**src/rtl/apb_quad_gen.sv**
```systemverilog
// apb_quad_gen: APB-programmed quadrature A/B pulse generator.
// Emits Gray-coded A/B edges at a programmable period, for a fixed edge count
// or continuously. It keeps a signed position that tracks what a quadrature
// decoder watching the same lines would accumulate.
//
// Bus handshake: a write is taken on the clock where psel & penable & pwrite
// are all high. A read is captured into apb_prdata on the setup clock, where
// psel is high and penable and pwrite are low. The data stays on apb_prdata
// through the access phase. There is no wait state; every access completes
// in two clocks.
//
// Debug visibility: the FSM state (IDLE/RUN) is reported on the busy output
// and in STAT[0].

module apb_quad_gen #(
    parameter int DIV_BITS  = 16,
    parameter int STEP_BITS = 32
) (
    input  logic        apb_clock,
    input  logic        apb_resetn,
    input  logic        apb_psel,
    input  logic        apb_penable,
    input  logic        apb_pwrite,
    input  logic [11:0] apb_paddr,
    input  logic [31:0] apb_pwdata,
    output logic [31:0] apb_prdata,
    output logic        quad_a,
    output logic        quad_b,
    output logic        busy,
    output logic        irq
);

    localparam logic [11:0] ADDR_CTRL   = 12'h000;
    localparam logic [11:0] ADDR_STAT   = 12'h004;
    localparam logic [11:0] ADDR_DIV    = 12'h008;
    localparam logic [11:0] ADDR_STEPS  = 12'h00C;
    localparam logic [11:0] ADDR_POS    = 12'h010;
    localparam logic [11:0] ADDR_REMAIN = 12'h014;

    typedef enum logic {
        S_IDLE = 1'b0,
        S_RUN  = 1'b1
    } state_t;

    state_t                 state;
    logic                   ctrl_start;
    logic                   ctrl_stop;
    logic                   ctrl_dir;
    logic                   ctrl_cont;
    logic                   ctrl_irq_en;
    logic                   done;
    logic [DIV_BITS-1:0]    div_q;
    logic [STEP_BITS-1:0]   steps_q;
    logic [31:0]            pos_q;
    logic [STEP_BITS-1:0]   remain_q;
    logic [DIV_BITS-1:0]    divcnt_q;
    logic [1:0]             phase_q;

    // Bus decode
    logic wr_en;
    logic rd_en;
    logic wr_ctrl;
    logic wr_stat;
    logic wr_div;
    logic wr_steps;
    logic wr_pos;

    assign wr_en    = apb_psel & apb_penable & apb_pwrite;
    assign rd_en    = apb_psel & ~apb_penable & ~apb_pwrite;
    assign wr_ctrl  = wr_en && (apb_paddr == ADDR_CTRL);
    assign wr_stat  = wr_en && (apb_paddr == ADDR_STAT);
    assign wr_div   = wr_en && (apb_paddr == ADDR_DIV);
    assign wr_steps = wr_en && (apb_paddr == ADDR_STEPS);
    assign wr_pos   = wr_en && (apb_paddr == ADDR_POS);

    // Stop outranks start when both are written together
    logic stop_req;
    logic start_req;
    logic start_cont;

    assign stop_req   = wr_ctrl && apb_pwdata[1];
    assign start_req  = wr_ctrl && apb_pwdata[0] && !apb_pwdata[1];
    // The cont bit written with start decides whether a zero count still runs
    assign start_cont = apb_pwdata[3];

    // Edge generation: one phase step when the divider reaches DIV
    logic       edge_tick;
    logic       advance;
    logic       final_edge;
    logic       zero_done;
    logic       set_done;
    logic [1:0] phase_next;

    assign edge_tick  = (state == S_RUN) && (divcnt_q == div_q);
    assign advance    = edge_tick && !stop_req;
    // A zero remain count in counted mode also ends the run, so it never underflows
    assign final_edge = advance && !ctrl_cont && (remain_q <= STEP_BITS'(1));
    // A start with nothing to do reports done one clock after the write
    assign zero_done  = (state == S_IDLE) && !start_req && ctrl_start;
    assign set_done   = final_edge | zero_done;
    // Phase index 0..3 maps to (A,B) = 00,10,11,01; forward walks upwards
    assign phase_next = ctrl_dir ? (phase_q - 2'd1) : (phase_q + 2'd1);

    // Configuration registers; dir changes take effect at the next edge
    always_ff @(posedge apb_clock or negedge apb_resetn) begin
        if (!apb_resetn) begin
            ctrl_dir    <= 1'b0;
            ctrl_cont   <= 1'b0;
            ctrl_irq_en <= 1'b0;
            div_q       <= '0;
            steps_q     <= '0;
        end else begin
            if (wr_ctrl) begin
                ctrl_dir    <= apb_pwdata[2];
                ctrl_cont   <= apb_pwdata[3];
                ctrl_irq_en <= apb_pwdata[4];
            end
            if (wr_div) begin
                div_q <= apb_pwdata[DIV_BITS-1:0];
            end
            if (wr_steps) begin
                steps_q <= apb_pwdata[STEP_BITS-1:0];
            end
        end
    end

    // Generator FSM: divider, phase, remaining count, start/stop/done flags
    always_ff @(posedge apb_clock or negedge apb_resetn) begin
        if (!apb_resetn) begin
            state      <= S_IDLE;
            busy       <= 1'b0;
            ctrl_start <= 1'b0;
            ctrl_stop  <= 1'b0;
            done       <= 1'b0;
            remain_q   <= '0;
            divcnt_q   <= '0;
            phase_q    <= 2'd0;
            quad_a     <= 1'b0;
            quad_b     <= 1'b0;
        end else begin
            // Stop reads back as 1 for one clock after it is written
            ctrl_stop <= stop_req;

            // The set of done outranks a W1 clear in the same clock
            if (set_done) begin
                done <= 1'b1;
            end else if (wr_stat && apb_pwdata[1]) begin
                done <= 1'b0;
            end

            case (state)
                S_IDLE: begin
                    if (start_req) begin
                        ctrl_start <= 1'b1;
                        if ((steps_q != '0) || start_cont) begin
                            state    <= S_RUN;
                            busy     <= 1'b1;
                            remain_q <= steps_q;
                            divcnt_q <= '0;
                        end
                    end else if (ctrl_start) begin
                        ctrl_start <= 1'b0;
                    end
                end
                S_RUN: begin
                    if (stop_req) begin
                        // Outputs, phase and remain all hold where they are
                        state      <= S_IDLE;
                        busy       <= 1'b0;
                        ctrl_start <= 1'b0;
                    end else if (edge_tick) begin
                        divcnt_q <= '0;
                        phase_q  <= phase_next;
                        quad_a   <= phase_next[1] ^ phase_next[0];
                        quad_b   <= phase_next[1];
                        if (!ctrl_cont && (remain_q != '0)) begin
                            remain_q <= remain_q - STEP_BITS'(1);
                        end
                        if (final_edge) begin
                            state      <= S_IDLE;
                            busy       <= 1'b0;
                            ctrl_start <= 1'b0;
                        end
                    end else begin
                        // A DIV lowered below divcnt makes this wrap before matching
                        divcnt_q <= divcnt_q + DIV_BITS'(1);
                    end
                end
                default: begin
                    state <= S_IDLE;
                    busy  <= 1'b0;
                end
            endcase
        end
    end

    // Signed position: +1 per forward edge, -1 per reverse edge; a bus write wins
    always_ff @(posedge apb_clock or negedge apb_resetn) begin
        if (!apb_resetn) begin
            pos_q <= '0;
        end else if (wr_pos) begin
            pos_q <= apb_pwdata;
        end else if (advance) begin
            pos_q <= ctrl_dir ? (pos_q - 32'd1) : (pos_q + 32'd1);
        end
    end

    // Read data captured on the setup clock; unmapped offsets return 0
    always_ff @(posedge apb_clock or negedge apb_resetn) begin
        if (!apb_resetn) begin
            apb_prdata <= '0;
        end else if (rd_en) begin
            case (apb_paddr)
                ADDR_CTRL:   apb_prdata <= {27'd0, ctrl_irq_en, ctrl_cont, ctrl_dir,
                                            ctrl_stop, ctrl_start};
                ADDR_STAT:   apb_prdata <= {30'd0, done, busy};
                ADDR_DIV:    apb_prdata <= 32'(div_q);
                ADDR_STEPS:  apb_prdata <= 32'(steps_q);
                ADDR_POS:    apb_prdata <= pos_q;
                ADDR_REMAIN: apb_prdata <= 32'(remain_q);
                default:     apb_prdata <= '0;
            endcase
        end
    end

    assign irq = done & ctrl_irq_en;

endmodule

```
**config.mk**
```make
export PLATFORM = sky130hd
export DESIGN_NAME = apb_quad_gen
export DESIGN_NICKNAME = d
export VERILOG_FILES = /design/src/rtl/apb_quad_gen.sv
export SDC_FILE = /design/constraint.sdc
export NUM_CORES = 1
export LEC_CHECK = 0
export CAP_MARGIN = 20
export CORE_MARGIN = 1.5
export CORE_UTILIZATION = 53
export DETAILED_ROUTE_END_ITERATION = 12
export MAX_ROUTING_LAYER = met4
export PLACE_DENSITY = 0.73
export SETUP_SLACK_MARGIN = 0.3
export SYNTH_ARGS = -nofsm -noshare
export SYNTH_HDL_FRONTEND = slang
export SYNTH_SLANG_ARGS = --single-unit
export TNS_END_PERCENT = 5
```
**constraint.sdc**
```tcl
create_clock -name apb_clock -period 3.1 [get_ports apb_clock]
set_input_delay 0.62 -clock apb_clock [delete_from_list [all_inputs] [get_ports apb_clock]]
set_output_delay 0.62 -clock apb_clock [all_outputs]
set_load 0.1 [all_outputs]
```
==> run_results.csv, run 1 <==
group,metric,value,unit
logic_synthesis,synth-simple-area-share,16.8,%
clock_tree,cts_buffers,17,
routing,drt_iter0_drc,1060,
worst_setup_path,path_buf_inv,1,
logic_synthesis,synth-edff-count,0,
worst_setup_path,start_kind,"register",
routing,avgViaCountPerCell,6.33,
die,rows,49,
global_routing,grt_use_total,33.4,%
routing,topRoutingLayerUsed,"met4",
worst_setup_path,cp_slowest_cell,"dfrtp_4",
layout,final_nets,1291,
routing,wire_per_inst,21.3,um
logic_synthesis,synth_compound_area_share,21.8,%
sta,fin_crit,3.16,ns
worst_setup_path,arrival,3.48,ns
status,outcome,"finished with violations",
clock_tree,htreeDepth,4,
worst_setup_path,cpLargestDelayFamily,"compound AO/OA/AOI/OAI gates",
routing,vias,9170,
logic_synthesis,ys_top_cells_by_count,"171 x dfrtp_1, 134 x a21oi_1, 106 x nand2_1",
logic_synthesis,ys_top_cells_by_area,"dfrtp_1 43%, a21oi_1 6.7%, mux2_2 5.8%",
global_routing,grt_pass1_wl,48900,um
die,dieArea,19700,um^2
worst_setup_path,slowest_delay,0.50,ns
die,io-pin-count,85,
logic_synthesis,synth-xor-area-share,4.39,%
worst_setup_path,ff2ff_setup_slack,-0.06,ns
place,post-place-ws,-0.0780,ns
worst_setup_path,cpMostUsedCell,"o21ai_1",
place,io_buffers,84,
layout,final_util,67.4,%
logic_synthesis,netlist_instances,1085,
routing,drtPass1Iterations,9,
global_routing,grt_max_degree,63,
worst_setup_path,cp-end-kind,"register",
logic_synthesis,synth_ff_type,"dfrtp_1",
global_routing,grt_antenna_before_repair,0,
place,hpwl,22700,um
layout,antennaDiodeCount,0,
logic_synthesis,syn_area_per_cell,9.19,um^2
sta,max_freq,0.316,GHz
routing,drc,0,
power,ir_drop,333,uV
clock_tree,cts_buffer_depth,2,
die,die_h,140,um
logic_synthesis,synth_seq_area_share,42.9,%
worst_setup_path,cp_cell_sequence,"buf_12 -> ha_4 -> a21o_1 -> a221o_1 -> nand3_1 -> a21boi_1 -> a211o_1 -> a221oi_2 -> o21ai_1 -> o21ai_1 -> a21oi_1 -> xor2_1 -> mux2i_1 -> o21ai_1",
die,core,18200,um^2
worst_setup_path,worstPathRequired,3.41,ns
power,power.density,400,nW/um^2
logic_synthesis,syn_area,9970,um^2
clock_tree,clock_sinks,171,
worst_setup_path,criticalPathCategory,"register to register",
logic_synthesis,yosysUniqueCellTypes,69,
logic_synthesis,synth.most_common_cell,"dfrtp_1",
sta,fin_ws,-0.0621,ns
logic_synthesis,synth_top_area_cell,"dfrtp_1",
global_routing,grt_pass1_vias,8850,
run,max_cap_viol_count,0,
clock_tree,cts_hold_buffers,0,
logic_synthesis,yosys_register_bits,171,
routing,m1WireLength,12300,um
logic_synthesis,synth_warnings,0,
logic_synthesis,synthMuxAreaShare,6.26,%
hold_path,hold_class,"primary input to asynchronous set/reset pin",
routing,ant_nets,0,
clock_tree,clock-root-buffer,"clkbuf_16",
sta,finalCritPeriodShare,102,%
sta,slew_violations,0,
routing,wl_met2,14400,um
logic_synthesis,synth_fa_ha_area_share,4.47,%
layout,syn_to_final_growth,23.1,%
sta,finalSetupViolCount,2,
routing,route.met3.wl,3160,um
sta,fin_skew,0.0115,ns
power,power.leakage,5.65,nW
global_routing,grt-ovfl-total,0,
routing,routed_wl,30900,um
logic_synthesis,async_flop_share,100,%
sta,rsz0062_at_grt,"yes",
layout,drive_above_1_share,20.7,%
clock_tree,worstSkewPairLatency,0.44,ns
clock_tree,clk_pin_slew_worst_paths,0.07,ns
logic_synthesis,synth_top_family_by_area,"compound AO/OA/AOI/OAI gates",
place,globalplace.congestion,0.986,
sta,slew_headroom,39.4,%
die,die_width,140,um
logic_synthesis,synth_top_area_share,42.9,%
sta,worstMarginPinSlew,0.909,ns
sta,fin_tns_setup,-0.0824,ns
logic_synthesis,synth_nets,1169,
worst_setup_path,cp_max_fo,9,
die,start_util,54.8,%
clock_tree,tritoncts,"done",
sta,hold_viol,0,
status,violations,"setup timing",
==> layout by cell type (no fill, tap or decap), types with 10 or more instances in the layout <==
| master | count |
|---|---|
| a222oi_1 | 32 |
| mux2_2 | 51 |
| nand2b_1 | 20 |
| a21o_1 | 20 |
| nor4_1 | 11 |
| buf_12 | 10 |
| clkbuf_16 | 17 |
| or3_1 | 12 |
| dfrtp_1 | 168 |
| nand2_1 | 106 |
| nor3_1 | 14 |
| o21ai_0 | 81 |
| xor2_1 | 17 |
| and3_1 | 15 |
| ha_1 | 23 |
| clkdlybuf4s50_1 | 47 |
| buf_4 | 103 |
| a21oi_1 | 126 |
| o21ai_1 | 15 |
| o22ai_1 | 16 |
| nand4_1 | 10 |
| nor2_1 | 93 |
| inv_1 | 19 |
| nand3_1 | 26 |
| xnor2_1 | 33 |
==> layer usage <==
metal | GRT usage, % | vias up
li1 | - | 4230
met1 | 42.1 | 4412
met2 | 50.2 | 450
met3 | 10.2 | 78
met4 | 13.9 | 0
met5 | - | -
==> logic make-up (layout without fill, tap and decap cells) <==
group	Yosys count	in the layout
flops	171	171
mux	56	56
xor+xnor	50	50
buf+inv	79	214
simple gates	345	345
fa+ha+maj	35	35
compound gates	349	349
==> registers in the layout, indices dropped and copies added (netlist names) <==
name	cells
apb_prdata	32
divcnt_q	16
quad_a	1
ctrl_start	1
phase_q	1
ctrl_stop	1
steps_q	32
state	1
ctrl_dir	1
ctrl_irq_en	1
ctrl_cont	1
done	1
div_q	16
quad_b	1
busy	1
remain_q	32
pos_q	32
==> area by class of cell <==
type	instances	area (um^2)
clock inverters	13	155
repair buffers	162	1470
flip-flops and latches	171	4290
clock buffers	19	453
well taps	229	287
fillers	1436	5930
multi-input cells	835	5550
inverters	20	75.1
==> power by group <==
group          internal, mW  leakage (nW)  switching [mW]
clock network          1.25         0.301           0.971
logic                 0.177          3.03           0.178
registers              2.27          2.32          0.0574
==> timing repair <==
item                       4_1_cts  5_1_grt
pin swaps                       14       23
resized for setup               10       24
buffers inserted                 3        2
hold endpoints to repair         0        0
setup endpoints to repair       21       78
==> metrics by stage <==
stage	power, mW	hold WS (ns)	cells	cell area (um^2)
6_report	4.91	0.170	1449	12300
5_1_grt	5.07	0.206	1449	12300
4_1_cts	4.92	0.188	1447	12200
3_5_place_dp	2.72	0.471	1412	11500
3_3_place_gp	2.71	0.462	1412	11500
2_1_floorplan	2.52	0.324	1085	10000
==> worst paths after layout <==
kind / from / to / cells after the start
hold reg to reg: apb_prdata[1] / apb_prdata[1] / 2
setup / recovery: ctrl_dir / pos_q[30] / 14
max in group asynchronous: apb_resetn / pos_q[4] / 2
min in group apb_clock: apb_prdata[1] / apb_prdata[1] / 2
setup reg to reg: ctrl_dir / pos_q[30] / 14
hold / removal: apb_resetn / apb_prdata[17] / 1
Power figures use the tool's default switching activity.
==> run 2, diff against run 1 <==
clock period = 2.65 ns   (was 3.1 ns; I/O delays follow)
==> run 2 against run 1 <==
The run still ends with setup timing left. Largest cell class unchanged. Clock-buffer cell count up 1. Global-route usage increased by 1.9 points. Worst hold slack lost 0.15 ns. Die area is the same. Clock power rose by 16%. Via count up 5.6%. Cell area up 9.8%. First-iteration DRC count shrank 3.0%. Combinational power is 30% higher. Routed wire length up 7.5%. Sequential cell count stayed put. Critical path type unchanged.
==> run_results.csv, run 2 (synthesis results as in run 1) <==
group,metric,value,unit
status,outcome,"finished with violations",
status,violations,"setup timing",
sta,slew_headroom,52.4,%
worst_setup_path,arrival,3.43,ns
die,die_h,140,um
clock_tree,cts_buffers,17,
global_routing,grt_antenna_before_repair,0,
power,clockPowerShare,44.7,%
power,seq_power_share,47.3,%
power,intPower,4.36,mW
sta,fin_ws,-0.457,ns
routing,vias,9680,
sta,fin_tns_setup,-3.83,ns
clock_tree,clock_sinks,171,
clock_tree,cts_buffer_depth,2,
power,power.density,427,nW/um^2
power,combPwrFrac,8.0,%
sta,hold_viol,0,
power,netSwitchingFraction,24.4,%
power,power.leakage,6.36,nW
layout,layout_common_cells,"188 x buf_4, 169 x dfrtp_1, 105 x a21oi_1, 102 x nand2_1, 88 x nor2_1",
place,globalplace.congestion,1.01,
worst_setup_path,criticalPathCategory,"register to register",
sta,max_freq,0.322,GHz
die,die_width,140,um
clock_tree,worstSkewPairLatency,0.44,ns
routing,wire_per_inst,21.5,um
layout,antennaDiodeCount,0,
worst_setup_path,cp_max_fo,5,
worst_setup_path,reg2reg_to,"pos_q[29]",
worst_setup_path,ff2ff_setup_slack,-0.46,ns
sta,fin_crit,3.11,ns
layout,final_common_cell,"buf_4",
place,placed_area,12200,um^2
sta,slew_violations,0,
die,io-pin-count,85,
layout,final_nets,1391,
global_routing,grt_max_degree,58,
global_routing,grt_use_total,35.3,%
routing,avgViaCountPerCell,6.25,
worst_setup_path,start_kind,"register",
global_routing,grt_pass1_vias,9261,
routing,routed_wl,33300,um
layout,syn_to_final_growth,35.2,%
clock_tree,cts_hold_buffers,0,
die,rows,49,
clock_tree,clock-root-buffer,"clkbuf_16",
power,switchingPower,1.40,mW
layout,final_cells,1549,
routing,drt_iter0_drc,1028,
worst_setup_path,worstPathRequired,2.97,ns
die,core,18200,um^2
sta,fin_skew,0.0115,ns
power,ir_drop,476,uV
routing,drtPass1Iterations,9,
place,dp.cells,1507,
die,dieArea,19700,um^2
sta,worstMarginPinSlew,0.714,ns
place,hpwl,24200,um
layout,drive_above_1_share,31.1,%
die,start_util,54.8,%
worst_setup_path,cp-end-kind,"register",
worst_setup_path,reg2reg_depth,14,
sta,finalSetupViolCount,15,
clock_tree,htreeDepth,4,
routing,ant_nets,0,
global_routing,grt-ovfl-total,0,
routing,drc,0,
sta,finalCritPeriodShare,117,%
run,max_cap_viol_count,0,
hold_path,hold_class,"primary input to asynchronous set/reset pin",
place,io_buffers,84,
clock_tree,tritoncts,"done",
place,post-place-ws,-0.481,ns
clock_tree,clk_pin_slew_worst_paths,0.07,ns
sta,rsz0062_at_grt,"yes",
worst_setup_path,rr_startpoint,"ctrl_dir",
layout,fin_area,13500,um^2
global_routing,grt_pass1_wl,51600,um
run 2: metal layers:
metal / part of all wire [%] / vias to the layer above / global-route usage (%)
li1: - / 4440 / -
met3: 9.0 / 78 / 7.45
met4: 2.9 / 0 / 11.2
met2: 47 / 510 / 54.8
met5: 0 / - / -
met1: 41 / 4652 / 46.6
run 2: final cells by class:
type	instances	area, um^2
inverters	20	75.1
clock buffers	20	467
fillers	1298	4720
multi-input cells	835	5920
flip-flops and latches	171	4280
well taps	229	287
clock inverters	12	136
repair buffers	262	2320
run 2: repair_timing:
action,CTS,global route
buffers inserted,8,2
pin swaps,54,26
setup endpoints to repair,122,151
resized for setup,89,56
run 2: worst max-delay path: stages (launching register included):
cell and delay (ns):
dfrtp_4 0.52, buf_4 0.17, ha_1 0.30, a21oi_2 0.19, nor2_2 0.08, o31a_1 0.31
a21o_4 0.23, a211oi_4 0.24, o31a_4 0.17, nand3_1 0.09, a31o_1 0.24, a21oi_2 0.13
xor2_1 0.15, o21ai_1 0.08, o21a_1 0.11
run 2: worst max-delay path by stage:
stage / start / endpoint / slack (ns)
final: ctrl_dir / pos_q[29] / -0.46
after global placement: ctrl_dir / pos_q[30] / -0.46
after floorplan: ctrl_dir / pos_q[29] / -0.36
after CTS: ctrl_dir / pos_q[30] / -0.37
after detailed placement: ctrl_dir / pos_q[30] / -0.48
after global routing: ctrl_dir / pos_q[29] / -0.59
run 2: power by group through the flow:
stage                     clock network, mW  logic (mW)  registers, mW
final                                  2.58       0.459           2.73
after global routing                   2.70       0.502           2.73
after CTS                              2.59       0.448           2.72
after detailed placement                  0       0.429           2.77
after global placement                    0       0.416           2.77
after floorplan                           0       0.194           2.76
run 2: metrics by stage:
stage	util, %	hold slack, ns	total power, mW
floorplan	-	0.234	2.95
global placement	67.2	0.463	3.19
detailed placement	67.2	0.471	3.20
CTS	72.6	0.0284	5.76
global route	74.1	0.0358	5.93
finish	74.1	0.0157	5.76
